`config.mk`:
```
export PLATFORM = sky130hd
export DESIGN_NAME = nvme_cmd_engine
export DESIGN_NICKNAME = d
export VERILOG_FILES = /design/src/rtl/nvme_cmd_engine.sv
export SDC_FILE = /design/constraint.sdc
export NUM_CORES = 1
export LEC_CHECK = 0
export ABC_CLOCK_PERIOD_IN_PS = 3600
export CAP_MARGIN = 10
export CORE_AREA = 2 2 262 264
export CTS_BUF_LIST = sky130_fd_sc_hd__clkbuf_8
export DETAILED_ROUTE_END_ITERATION = 12
export DIE_AREA = 0 0 264 266
export PLACE_DENSITY_LB_ADDON = 0.25
export SLEW_MARGIN = 20
export SYNTH_ARGS = -nofsm -noshare
export SYNTH_HDL_FRONTEND = slang
export SYNTH_SLANG_ARGS = --single-unit
```
`constraint.sdc`:
```
create_clock -name clk -period 3.6 [get_ports clk]
set_input_delay 0.72 -clock clk [delete_from_list [all_inputs] [get_ports clk]]
set_output_delay 0.72 -clock clk [all_outputs]
set_load 0.01 [all_outputs]
```
`src/rtl/nvme_cmd_engine.sv`:
```
// nvme_cmd_engine
//   Buffers 128-bit PCIe command beats in a CMD_DEPTH-entry FIFO and runs them
//   one at a time against the SSD with a req/ack handshake. Each command ends
//   in a tagged 128-bit completion on the PCIe TX stream, which waits for
//   pcie_tx_ready.
//
//   Optional feature: define NVME_TIMEOUT_EN to enable an SSD ack watchdog of
//   TIMEOUT_CYC cycles. On expiry the request is aborted with status 8'h02.
//
// Ports
//   clk, rst_n                  clock, asynchronous active-low reset
//   pcie_rx_data/valid/ready    command beats in: [7:0] op, [15:8] cid,
//                               [63:32] addr, [127:96] wdata
//   ssd_addr, ssd_data_out      request address / write data
//   ssd_write_enable            write request, held until ack
//   ssd_read_enable             read request, held until ack
//   ssd_data_in, ssd_ack        read data and request completion
//   pcie_tx_data/valid/ready    completion out: [127:96] rdata, [16] is_write,
//                               [15:8] cid, [7:0] status
//   err_count                   saturating count of completions with non-zero status
//
// state | meaning
// ------+-------------------------------------------------------------
// IDLE  | waiting for the FIFO to hold a command; pops the head
// EXEC  | SSD request asserted, waiting for ack (or watchdog expiry)
// RESP  | completion presented, waiting for pcie_tx_ready
module nvme_cmd_engine #(
  parameter int CMD_DEPTH   = 4,
  parameter int DATA_W      = 32,
  parameter int ADDR_W      = 32,
  parameter int TIMEOUT_CYC = 256
) (
  input  logic              clk,
  input  logic              rst_n,
  input  logic [127:0]      pcie_rx_data,
  input  logic              pcie_rx_valid,
  output logic              pcie_rx_ready,
  output logic [ADDR_W-1:0] ssd_addr,
  output logic [DATA_W-1:0] ssd_data_out,
  output logic              ssd_write_enable,
  output logic              ssd_read_enable,
  input  logic [DATA_W-1:0] ssd_data_in,
  input  logic              ssd_ack,
  output logic [127:0]      pcie_tx_data,
  output logic              pcie_tx_valid,
  input  logic              pcie_tx_ready,
  output logic [7:0]        err_count
);

  localparam int PTR_W = $clog2(CMD_DEPTH);
  localparam int CNT_W = PTR_W + 1;

  localparam logic [7:0] OP_READ  = 8'h01;
  localparam logic [7:0] OP_WRITE = 8'h02;

  localparam logic [7:0] ST_OK      = 8'h00;
  localparam logic [7:0] ST_INVALID = 8'h01;
  localparam logic [7:0] ST_TIMEOUT = 8'h02;

  typedef enum logic [1:0] {S_IDLE, S_EXEC, S_RESP} state_t;

  state_t state_q, state_d;

  // ---------------------------------------------------------------- FIFO
  logic [7:0]        mem_op    [CMD_DEPTH];
  logic [7:0]        mem_cid   [CMD_DEPTH];
  logic [ADDR_W-1:0] mem_addr  [CMD_DEPTH];
  logic [DATA_W-1:0] mem_wdata [CMD_DEPTH];

  logic [PTR_W-1:0] wr_ptr, rd_ptr;
  logic [CNT_W-1:0] count;
  logic             push, pop;

  assign pcie_rx_ready = (count != CNT_W'(CMD_DEPTH));
  assign push          = pcie_rx_valid && pcie_rx_ready;

  always_ff @(posedge clk or negedge rst_n) begin
    if (!rst_n) begin
      wr_ptr <= '0;
      rd_ptr <= '0;
      count  <= '0;
      for (int i = 0; i < CMD_DEPTH; i++) begin
        mem_op[i]    <= '0;
        mem_cid[i]   <= '0;
        mem_addr[i]  <= '0;
        mem_wdata[i] <= '0;
      end
    end else begin
      if (push) begin
        mem_op[wr_ptr]    <= pcie_rx_data[7:0];
        mem_cid[wr_ptr]   <= pcie_rx_data[15:8];
        mem_addr[wr_ptr]  <= pcie_rx_data[32 +: ADDR_W];
        mem_wdata[wr_ptr] <= pcie_rx_data[96 +: DATA_W];
        wr_ptr            <= wr_ptr + PTR_W'(1);
      end
      if (pop) rd_ptr <= rd_ptr + PTR_W'(1);
      case ({push, pop})
        2'b10:   count <= count + CNT_W'(1);
        2'b01:   count <= count - CNT_W'(1);
        default: count <= count;
      endcase
    end
  end

  // ------------------------------------------------- command / response regs
  logic [7:0]        cmd_op, cmd_cid;
  logic [ADDR_W-1:0] cmd_addr;
  logic [DATA_W-1:0] cmd_wdata;
  logic [7:0]        status_q, status_d;
  logic [DATA_W-1:0] rdata_q, rdata_d;
  logic              cmd_is_write, cmd_is_read;
  logic              head_valid_op;
  logic              timeout_hit;

  assign cmd_is_write  = (cmd_op == OP_WRITE);
  assign cmd_is_read   = (cmd_op == OP_READ);
  assign head_valid_op = (mem_op[rd_ptr] == OP_READ) || (mem_op[rd_ptr] == OP_WRITE);

`ifdef NVME_TIMEOUT_EN
  localparam int TMR_W = $clog2(TIMEOUT_CYC + 1);
  logic [TMR_W-1:0] tmr_q;

  // Held at zero outside EXEC, so every EXEC entry starts a fresh count.
  always_ff @(posedge clk or negedge rst_n) begin
    if (!rst_n)                 tmr_q <= '0;
    else if (state_q != S_EXEC) tmr_q <= '0;
    else if (!ssd_ack)          tmr_q <= tmr_q + TMR_W'(1);
  end

  // The count reaches TIMEOUT_CYC at the end of this cycle, so the request
  // is visible for exactly TIMEOUT_CYC cycles.
  assign timeout_hit = (tmr_q == TMR_W'(TIMEOUT_CYC - 1));

  logic unused_bits;
  assign unused_bits = ^pcie_rx_data;
`else
  assign timeout_hit = 1'b0;

  logic unused_bits;
  assign unused_bits = ^{pcie_rx_data, 32'(TIMEOUT_CYC)};
`endif

  always_ff @(posedge clk or negedge rst_n) begin
    if (!rst_n) begin
      state_q   <= S_IDLE;
      cmd_op    <= '0;
      cmd_cid   <= '0;
      cmd_addr  <= '0;
      cmd_wdata <= '0;
      status_q  <= '0;
      rdata_q   <= '0;
    end else begin
      state_q  <= state_d;
      status_q <= status_d;
      rdata_q  <= rdata_d;
      if (pop) begin
        cmd_op    <= mem_op[rd_ptr];
        cmd_cid   <= mem_cid[rd_ptr];
        cmd_addr  <= mem_addr[rd_ptr];
        cmd_wdata <= mem_wdata[rd_ptr];
      end
    end
  end

  // ------------------------------------------------------------------ FSM
  always_comb begin
    state_d  = state_q;
    status_d = status_q;
    rdata_d  = rdata_q;
    pop      = 1'b0;
    unique case (state_q)
      S_IDLE: begin
        if (count != '0) begin
          pop = 1'b1;
          if (head_valid_op) begin
            state_d = S_EXEC;
          end else begin
            status_d = ST_INVALID;
            rdata_d  = '0;
            state_d  = S_RESP;
          end
        end
      end
      S_EXEC: begin
        // An ack coinciding with watchdog expiry is a normal completion.
        if (ssd_ack) begin
          status_d = ST_OK;
          rdata_d  = cmd_is_read ? ssd_data_in : '0;
          state_d  = S_RESP;
        end else if (timeout_hit) begin
          status_d = ST_TIMEOUT;
          rdata_d  = '0;
          state_d  = S_RESP;
        end
      end
      S_RESP: begin
        if (pcie_tx_ready) state_d = S_IDLE;
      end
      default: state_d = S_IDLE;
    endcase
  end

  always_ff @(posedge clk or negedge rst_n) begin
    if (!rst_n) begin
      err_count <= '0;
    end else if (state_q == S_RESP && pcie_tx_ready &&
                 status_q != ST_OK && err_count != 8'hFF) begin
      err_count <= err_count + 8'd1;
    end
  end

  // -------------------------------------------------------------- outputs
  assign ssd_write_enable = (state_q == S_EXEC) && cmd_is_write;
  assign ssd_read_enable  = (state_q == S_EXEC) && cmd_is_read;
  assign ssd_addr         = (state_q == S_EXEC) ? cmd_addr : '0;
  assign ssd_data_out     = ssd_write_enable ? cmd_wdata : '0;

  assign pcie_tx_valid = (state_q == S_RESP);
  assign pcie_tx_data  = pcie_tx_valid ?
                         {32'(rdata_q), 79'd0, cmd_is_write, cmd_cid, status_q} :
                         128'd0;

endmodule
```
==> results of run 1 <==
[worst max-delay path: cells and delay by family (launching register included)]
| family | cells | cell delay (ps) |
|---|---|---|
| buffers and inverters | 3 | 880 |
| AND/OR/NAND/NOR | 4 | 740 |
| flip-flops | 1 | 400 |
[layout make-up]
cell class              count  area share [%]
inverters                  40          0.5976
multi-input cells         806           32.31
clock inverters            40          0.9064
diodes                      2         0.01992
clock buffers             104           5.697
repair buffers            269           11.23
well taps                 882           4.392
flip-flops and latches    450           44.85
[kinds of logic (layout without fill, tap and decap cells)]
kind of cell    Yosys count  in the layout
xor+xnor                 14             14
buf+inv                 206            453
compound gates           39             39
mux                     483            483
fa+ha+maj                 7              7
simple gates            177            177
flops                   450            450
other cells               1             88
[final timing paths]
kind | endpoint | slack [ps] | cells past startpoint
setup / recovery | ssd_data_out[25] | 200 | 7
hold / removal | mem_wdata[53]$_DFFE_PN0P_ | 70 | 1
setup reg to reg | state_q[1]$_DFFE_PN0P_ | 980 | 4
hold reg to reg | mem_wdata[44]$_DFFE_PN0P_ | 500 | 1
max in group asynchronous | err_count[6]$_DFFE_PN0P_ | 2480 | 3
min in group clk | mem_wdata[44]$_DFFE_PN0P_ | 500 | 1
[stage by stage]
step,cells,cell area [sq um],util (%),setup WS (ps),hold slack [ps]
final,2593,25120,37.09,198.5,68.49
after global routing,2591,25120,37.08,34.41,61.98
after CTS,2591,25100,37.05,60.34,21.38
after detailed placement,2445,23400,34.54,624.5,487.2
after global placement,2445,23400,34.54,573.1,481.0
after floorplan,1462,20440,-,1060,424.4
[sequential cells by signal, indices dropped and copies added, names as in the netlist]
signal and flops:
cmd_addr 32, cmd_cid 8, cmd_op 8, cmd_wdata 32, count 3, err_count 8
mem_addr 128, mem_cid 32, mem_op 32, mem_wdata 128, rd_ptr 2, rdata_q 32
state_q 2, status_q 1, wr_ptr 2
[power breakdown]
part / internal (mW) / switching, mW
logic: 4.79 / 3.18
clock network: 2.67 / 2.15
registers: 7.53 / 1.27
total: 15.0 / 6.60
[metal layers]
layer	track usage (%)	share of wire, %	vias to the layer above
met3	3.595	5.6	79
met1	18.58	45	6070
li1	-	-	5271
met4	4.607	1.9	14
met5	0	0.18	-
met2	22.35	47	299
[cell usage in the layout, fill, tap and decap left out, types with 7 or more instances in the layout]
cell type / Yosys / routed
buf_12: 0 / 16
nor2_1: 37 / 37
buf_4: 86 / 17
clkinv_2: 0 / 7
mux4_2: 80 / 80
conb_1: 1 / 86
mux2_2: 401 / 401
nand3_1: 33 / 33
o21ai_1: 29 / 29
nand2_1: 11 / 7
inv_1: 39 / 65
dfrtp_1: 450 / 448
clkdlybuf4s50_1: 0 / 230
clkbuf_8: 0 / 104
xnor2_1: 9 / 9
and2_1: 72 / 72
[timing repair]
item                                    4_1_cts  5_1_grt
hold buffers                                  0        0
pin swaps                                     1        0
resized for setup                             3        5
cloned                                        1        0
buffers inserted                              1        0
endpoints found under the setup margin       26       29
==> impl_metrics.env, run 1 <==
export IMPL_status="completed"
export IMPL_worstPathMaxFanout=8
export IMPL_report_final_slew_viol_count=0
export IMPL_synth_xor_area_share_pct=0.6093
export IMPL_critical_path_class="flip-flop to output pin"
export IMPL_max_clock_freq_mhz=294.0
export IMPL_ys_flop_type="dfrtp_1"
export IMPL_nets=1822
export IMPL_synth_compound_area_share_pct=1.107
export IMPL_first_pass_iters=6
export IMPL_grt_pass1_wl_microns=76040
export IMPL_num_io_pins=369
export IMPL_slew_headroom_pct=54.42
export IMPL_n_fill_cell=6501
export IMPL_track_usage_pct=14.00
export IMPL_grt_overflow_total=0
export IMPL_r2r_start="rd_ptr[0]$_DFFE_PN0P_"
export IMPL_yosys_top_cells_area="dfrtp_1, mux2_2, mux4_2"
export IMPL_cts_sinks=450
export IMPL_synth_top_cell_by_area="dfrtp_1"
export IMPL_drc=0
export IMPL_synth_top_family_by_area="multiplexers"
export IMPL_first_iter_violations=447
export IMPL_io_buffers=234
export IMPL_clk_pin_slew_ps=70
export IMPL_avgSynthCellArea_sq_um=14.61
export IMPL_start_kind="flip-flop"
export IMPL_synthArstFlopShare_pct=100.0
export IMPL_final_setup_viol_count=0
export IMPL_vias=11730
export IMPL_synth_seq_cells=450
export IMPL_ys_warn_count=0
export IMPL_design_core_area_sq_um=67750
export IMPL_critPathMaxStageDelay_ps=550
export IMPL_cts_max_level=3
export IMPL_cts_tree="built"
export IMPL_crit_required_ps=2880
export IMPL_critical_path_slowest_cell="clkdlybuf4s50_1"
export IMPL_drive_gt1_share_pct=37.92
export IMPL_max_clock_path_buffers=3
export IMPL_ys_seq_area_share_pct=55.96
export IMPL_end_kind="output pin"
export IMPL_worst_slew_pin_slew_ps=683.6
export IMPL_synth_top_area_share_pct=55.96
export IMPL_power_mw=21.60
export IMPL_via_per_inst=4.525
export IMPL_worstPathArrival_ps=2680
export IMPL_synthAdderAreaFrac_pct=0.4725
export IMPL_ant_nets=0
export IMPL_hold_class="input pin to async pin"
export IMPL_synthTopCellsByCount="dfrtp_1, mux2_2, buf_4, mux4_2, and2_1"
export IMPL_die_area_sq_um=70220
export IMPL_power_density_nw_per_um2=859.5
export IMPL_fin_tns_setup_ps=0
export IMPL_muxShareOfSynthArea_pct=31.49
export IMPL_path_cells="nor4_4 > nand2_1 > nor3_4 > buf_12 > buf_4 > and2_1 > clkdlybuf4s50_1"
export IMPL_rows=96
export IMPL_clockRootBuffer="clkbuf_8"
export IMPL_syn_area_sq_um=20120
export IMPL_synth_most_common_cell="dfrtp_1"
export IMPL_final_seq_area_sq_um=11270
export IMPL_synthToLayoutAreaGrowth_pct=24.85
export IMPL_die_w_microns=264
export IMPL_synth_simple_area_share_pct=4.707
export IMPL_ys_types=37
export IMPL_clock_latency_ps=660
export IMPL_startpoint="cmd_op[3]$_DFFE_PN0P_"
export IMPL_synthCells=1377
export IMPL_grt_pass1_vias=12730
export IMPL_fin_crit_sh_pct=94.49
export IMPL_finalHoldViolCount=0
export IMPL_power_leakage_nw=10.70
export IMPL_peakVddDrop_mv=0.5216
export IMPL_synth_edf_count=0
export IMPL_grt_setup_unrepaired="false"
export IMPL_drt_total_wl_microns=48310
export IMPL_wl_per_cell_microns=18.63
export IMPL_die_y_microns=266
export IMPL_post_dp_hpwl_microns=29300
export IMPL_numCtsBuffers=83
export IMPL_grt_max_degree=83
export IMPL_gp_congestion=0.7235
export IMPL_antenna_found_initial=7
export IMPL_initial_core_util_pct=29.70
export IMPL_period_minus_slack_ps=3402
export IMPL_skew_ps=24.23
export IMPL_maxCapViolations=0
export IMPL_multiInputGateArea_sq_um=8117
Power figures use the tool's default switching activity.
==> run 2, diff against run 1 <==
--- a/config.mk
+++ b/config.mk
@@ -5,13 +5,14 @@
 export SDC_FILE = /design/constraint.sdc
 export NUM_CORES = 1
 export LEC_CHECK = 0
-export ABC_CLOCK_PERIOD_IN_PS = 3600
+export ABC_CLOCK_PERIOD_IN_PS = 3800
 export CAP_MARGIN = 10
 export CORE_AREA = 2 2 262 264
 export CTS_BUF_LIST = sky130_fd_sc_hd__clkbuf_8
 export DETAILED_ROUTE_END_ITERATION = 12
 export DIE_AREA = 0 0 264 266
 export PLACE_DENSITY_LB_ADDON = 0.25
+export SETUP_SLACK_MARGIN = 0.2
 export SLEW_MARGIN = 20
 export SYNTH_ARGS = -nofsm -noshare
 export SYNTH_HDL_FRONTEND = slang
==> constraint.sdc (replaced) <==
create_clock -name clk -period 3.8 [get_ports clk]
set_input_delay 0.76 -clock clk [delete_from_list [all_inputs] [get_ports clk]]
set_output_delay 0.76 -clock clk [all_outputs]
set_load 0.01 [all_outputs]
==> impl_metrics.env, run 2 (synthesis gave the netlist of run 1 again) <==
export IMPL_final_common_cell="dfrtp_1"
export IMPL_fin_crit_sh_pct=90.56
export IMPL_rows=96
export IMPL_fin_tns_setup_ps=0
export IMPL_clock_latency_ps=690
export IMPL_peakVddDrop_mv=0.5024
export IMPL_gp_congestion=0.7347
export IMPL_drc=0
export IMPL_die_w_microns=264
export IMPL_top_regs="mem_addr x128, mem_wdata x128"
export IMPL_grt_pass1_wl_microns=75060
export IMPL_via_per_inst=4.512
export IMPL_r2r_start="rd_ptr[1]$_DFFE_PN0P_"
export IMPL_final_seq_area_sq_um=11270
export IMPL_max_clock_path_buffers=3
export IMPL_skew_ps=31.21
export IMPL_power_leakage_nw=10.67
export IMPL_finalHoldViolCount=0
export IMPL_numCtsBuffers=83
export IMPL_whs_ps=69.69
export IMPL_cts_max_level=3
export IMPL_r2r_cells=4
export IMPL_track_usage_pct=13.75
export IMPL_worstPathArrival_ps=2680
export IMPL_period_minus_slack_ps=3441
export IMPL_multiInputGateArea_sq_um=8119
export IMPL_n_fill_cell=6474
export IMPL_synthToLayoutAreaGrowth_pct=25.25
export IMPL_die_y_microns=266
export IMPL_antenna_found_initial=6
export IMPL_power_density_nw_per_um2=816.8
export IMPL_worst_slew_pin_slew_ps=697.7
export IMPL_rr_endpoint="state_q[1]$_DFFE_PN0P_"
export IMPL_io_buffers=234
export IMPL_slew_headroom_pct=53.49
export IMPL_maxCapViolations=0
export IMPL_clk_pin_slew_ps=60
export IMPL_antennaDiodeCount=0
export IMPL_critical_path_class="flip-flop to output pin"
export IMPL_nets=1822
export IMPL_grt_setup_unrepaired="false"
export IMPL_drt_total_wl_microns=47920
export IMPL_final_setup_viol_count=0
export IMPL_start_kind="flip-flop"
export IMPL_die_area_sq_um=70220
export IMPL_wl_per_cell_microns=18.47
export IMPL_post_dp_hpwl_microns=29320
export IMPL_end_kind="output pin"
export IMPL_ant_nets=0
export IMPL_grt_pass1_vias=12890
export IMPL_ff2ff_setup_slack_ps=1110
export IMPL_max_clock_freq_mhz=290.6
export IMPL_cts_sinks=450
export IMPL_crit_required_ps=3040
export IMPL_num_io_pins=369
export IMPL_first_pass_iters=4
export IMPL_vias=11710
export IMPL_final_cell_mix="dfrtp_1, mux2_2, clkdlybuf4s50_1, clkbuf_8, conb_1"
export IMPL_design_core_area_sq_um=67750
export IMPL_first_iter_violations=421
export IMPL_report_final_slew_viol_count=0
export IMPL_status="completed"
export IMPL_hold_class="input pin to async pin"
export IMPL_drive_gt1_share_pct=38.32
export IMPL_cts_tree="built"
export IMPL_grt_max_degree=83
export IMPL_startpoint="cmd_op[4]$_DFFE_PN0P_"
export IMPL_grt_overflow_total=0
export IMPL_worstPathMaxFanout=8
export IMPL_clockRootBuffer="clkbuf_8"
export IMPL_initial_core_util_pct=29.70
-- run 2: where the power goes --
group / total [mW] / switching [mW] / internal [mW] / leakage, nW
registers: 8.38 / 1.25 / 7.13 / 5.42
clock network: 4.78 / 2.10 / 2.68 / 0.986
logic: 7.43 / 2.92 / 4.51 / 4.26
-- run 2: how the worst max path moves through the flow --
stage,to,slack [ps]
floorplan,count[2]$_DFFE_PN0P_,1260
global placement,ssd_data_out[1],890
detailed placement,ssd_data_out[23],880
CTS,ssd_data_out[23],240
global route,ssd_data_out[22],190
finish,ssd_data_out[22],360
-- run 2: worst max-delay path: stages, from the launching register on --
cell	delay (ps)
dfrtp_1	400
nor4_4	310
nand2_2	110
nor3_4	170
buf_12	150
buf_6	160
and2_1	160
clkdlybuf4s50_1	540
-- run 2: metrics by stage --
step	worst slack [ps]	cells	instance area [sq um]	utilization, %	power, mW
after floorplan	1260	1462	20440	-	13.90
after global placement	892.4	2445	23370	34.50	15.78
after detailed placement	879.0	2445	23370	34.50	16.07
after CTS	239.1	2592	25150	37.13	21.01
after global routing	193.1	2594	25200	37.20	21.98
final	358.8	2594	25200	37.20	20.59
-- run 2: layout make-up --
cell class / instances / share of cell area [%]
Tap cell: 882 / 4.378
Inverter: 40 / 0.5957
Timing Repair Buffer: 269 / 11.11
Sequential cell: 450 / 44.71
Clock inverter: 37 / 0.9879
Clock buffer: 110 / 6.007
Multi-Input combinational cell: 806 / 32.21
-- run 2: layer usage --
layer	vias to the layer above	track usage, %	part of all wire (%)
met2	299	22.78	48
met1	6058	17.47	44
met4	10	4.499	1.8
met5	-	0	0.16
li1	5264	-	-
met3	74	3.697	5.9
-- run 2: what timing repair did --
item                                    CTS  global route
endpoints found under the setup margin   26            32
buffers inserted                          0             1
hold buffers                              0             0
pin swaps                                 0             2
gates cloned                              0             1
resized for setup                         3             7
==> run 3, diff against run 2 <==
--- a/config.mk
+++ b/config.mk
@@ -11,9 +11,8 @@
 export CTS_BUF_LIST = sky130_fd_sc_hd__clkbuf_8
 export DETAILED_ROUTE_END_ITERATION = 12
 export DIE_AREA = 0 0 264 266
-export PLACE_DENSITY_LB_ADDON = 0.25
+export PLACE_DENSITY = 0.58
 export SETUP_SLACK_MARGIN = 0.2
-export SLEW_MARGIN = 20
 export SYNTH_ARGS = -nofsm -noshare
 export SYNTH_HDL_FRONTEND = slang
 export SYNTH_SLANG_ARGS = --single-unit
==> impl_metrics.env, run 3 (synthesis gave the netlist of run 1 again) <==
export IMPL_cpMostUsedCell="buf_12"
export IMPL_final_cell_mix="dfrtp_1, mux2_2, clkdlybuf4s50_1, clkbuf_8, conb_1"
export IMPL_power_mw=20.94
export IMPL_vias=11890
export IMPL_die_area_sq_um=70220
export IMPL_dp_cells=2450
export IMPL_track_usage_pct=13.88
export IMPL_worstPathArrival_ps=2710
export IMPL_drive_gt1_share_pct=38.46
export IMPL_period_minus_slack_ps=3466
export IMPL_clock_latency_ps=650
export IMPL_antenna_found_initial=9
export IMPL_first_pass_iters=4
export IMPL_nets=1827
export IMPL_initial_core_util_pct=29.70
export IMPL_status="completed"
export IMPL_rows=96
export IMPL_skew_ps=24.92
export IMPL_finalHoldViolCount=0
export IMPL_power_share_combinational_pct=36.1
export IMPL_p_clk_share_pct=24.1
export IMPL_wl_per_cell_microns=18.82
export IMPL_via_per_inst=4.582
export IMPL_start_kind="flip-flop"
export IMPL_power_leakage_nw=10.71
export IMPL_grt_pass1_wl_microns=75590
export IMPL_p_switching_mw=6.222
export IMPL_rr_endpoint="state_q[1]$_DFFE_PN0P_"
export IMPL_clk_pin_slew_ps=50
export IMPL_pre_cts_slack_ps=770.5
export IMPL_maxCapViolations=0
export IMPL_r2r_cells=4
export IMPL_post_dp_hpwl_microns=29820
export IMPL_numCtsBuffers=83
export IMPL_power_share_sequential_pct=39.8
export IMPL_grt_overflow_total=0
export IMPL_critical_path_slowest_cell="clkdlybuf4s50_1"
export IMPL_synthToLayoutAreaGrowth_pct=25.95
export IMPL_design_core_area_sq_um=67750
export IMPL_path_cells="nor4_4 > nand2_2 > nor3_4 > buf_12 > buf_12 > and2_1 > clkdlybuf4s50_1"
export IMPL_slew_headroom_pct=55.97
export IMPL_ant_nets=0
export IMPL_crit_required_ps=3040
export IMPL_drt_total_wl_microns=48820
export IMPL_max_clock_freq_mhz=288.5
export IMPL_critPathMaxStageDelay_ps=540
export IMPL_die_y_microns=266
export IMPL_critical_path_class="flip-flop to output pin"
export IMPL_worst_slew_pin_slew_ps=660.5
export IMPL_grt_setup_unrepaired="false"
export IMPL_peakVddDrop_mv=0.6807
export IMPL_gp_congestion=0.7350
export IMPL_power_density_nw_per_um2=826.3
export IMPL_p_int_mw=14.72
export IMPL_whs_ps=124.3
export IMPL_grt_max_degree=83
export IMPL_top_regs="mem_addr x128, mem_wdata x128"
export IMPL_worst_slack_ps=333.5
export IMPL_grt_pass1_vias=12940
export IMPL_cts_tree="built"
export IMPL_num_io_pins=369
export IMPL_swShare_pct=29.71
export IMPL_cts_max_level=3
export IMPL_fin_crit_sh_pct=91.22
export IMPL_final_setup_viol_count=0
export IMPL_first_iter_violations=549
export IMPL_report_final_slew_viol_count=0
export IMPL_cts_sinks=450
export IMPL_r2r_start="rd_ptr[0]$_DFFE_PN0P_"
export IMPL_hold_class="input pin to async pin"
export IMPL_instances_no_fill=2594
export IMPL_clockRootBuffer="clkbuf_8"
export IMPL_fin_tns_setup_ps=0
export IMPL_io_buffers=234
export IMPL_ff2ff_setup_slack_ps=1090
export IMPL_die_w_microns=264
export IMPL_hold_buffers=0
export IMPL_worstPathMaxFanout=16
export IMPL_end_kind="output pin"
export IMPL_final_common_cell="dfrtp_1"
export IMPL_drc=0
export IMPL_max_clock_path_buffers=3
run 3: metrics by stage:
step	instance area, sq um	util (%)
after detailed placement	23440	34.60
after CTS	25270	37.31
after global placement	23440	34.60
final	25340	37.41
after floorplan	20440	-
after global routing	25340	37.41
run 3: area by class of cell:
| class | instances | area (sq um) |
|---|---|---|
| clock buffer | 106 | 1459 |
| fill | 6399 | 42400 |
| inverter | 40 | 150.1 |
| antenna | 1 | 2.502 |
| timing repair buffer | 274 | 2878 |
| sequential | 450 | 11270 |
| clock inverter | 35 | 359.1 |
| multi-input combinational | 806 | 8124 |
| tap | 882 | 1104 |
run 3: how the worst max path moves through the flow:
stage	startpoint	end	slack, ps	cells past startpoint
2_1_floorplan	state_q[0]$_DFFE_PN0P_	count[2]$_DFFE_PN0P_	1260	11
5_1_grt	cmd_op[3]$_DFFE_PN0P_	ssd_data_out[1]	200	7
3_5_place_dp	cmd_op[3]$_DFFE_PN0P_	ssd_data_out[26]	770	6
6_report	cmd_op[3]$_DFFE_PN0P_	ssd_data_out[1]	330	7
4_1_cts	cmd_op[3]$_DFFE_PN0P_	ssd_data_out[29]	210	6
3_3_place_gp	cmd_op[3]$_DFFE_PN0P_	ssd_data_out[25]	780	6
run 3: power by group through the flow:
stage          sequential, mW  clock (mW)  combinational [mW]
6_report                 8.34        5.04                7.56
5_1_grt                  8.64        5.50                8.22
4_1_cts                  8.37        5.27                7.74
3_5_place_dp             8.43           0                7.71
3_3_place_gp             8.29           0                7.54
2_1_floorplan            7.89           0                6.01
run 3: worst max-delay path, delay by kind of cell, from the launching register on:
kind,cells,cell delay [ps]
flip-flops,1,400
AND/OR/NAND/NOR,4,820
buffers and inverters,3,860
run 3: timing repair:
action | 4_1_cts | 5_1_grt
gates resized for setup | 3 | 7
pin swaps | 0 | 2
setup buffers | 0 | 1
cloned | 0 | 1
endpoints found under the setup margin | 33 | 32
run 3: metal layers:
layer / up-vias / part of all wire [%] / wire length [microns] / global-route usage [%]
met5: - / 0.19 / 93 / 0
met4: 14 / 1.9 / 918 / 4.361
met3: 81 / 6.4 / 3111 / 4.076
met2: 335 / 48 / 23560 / 23.24
met1: 6192 / 43 / 21130 / 17.26
li1: 5263 / - / - / -
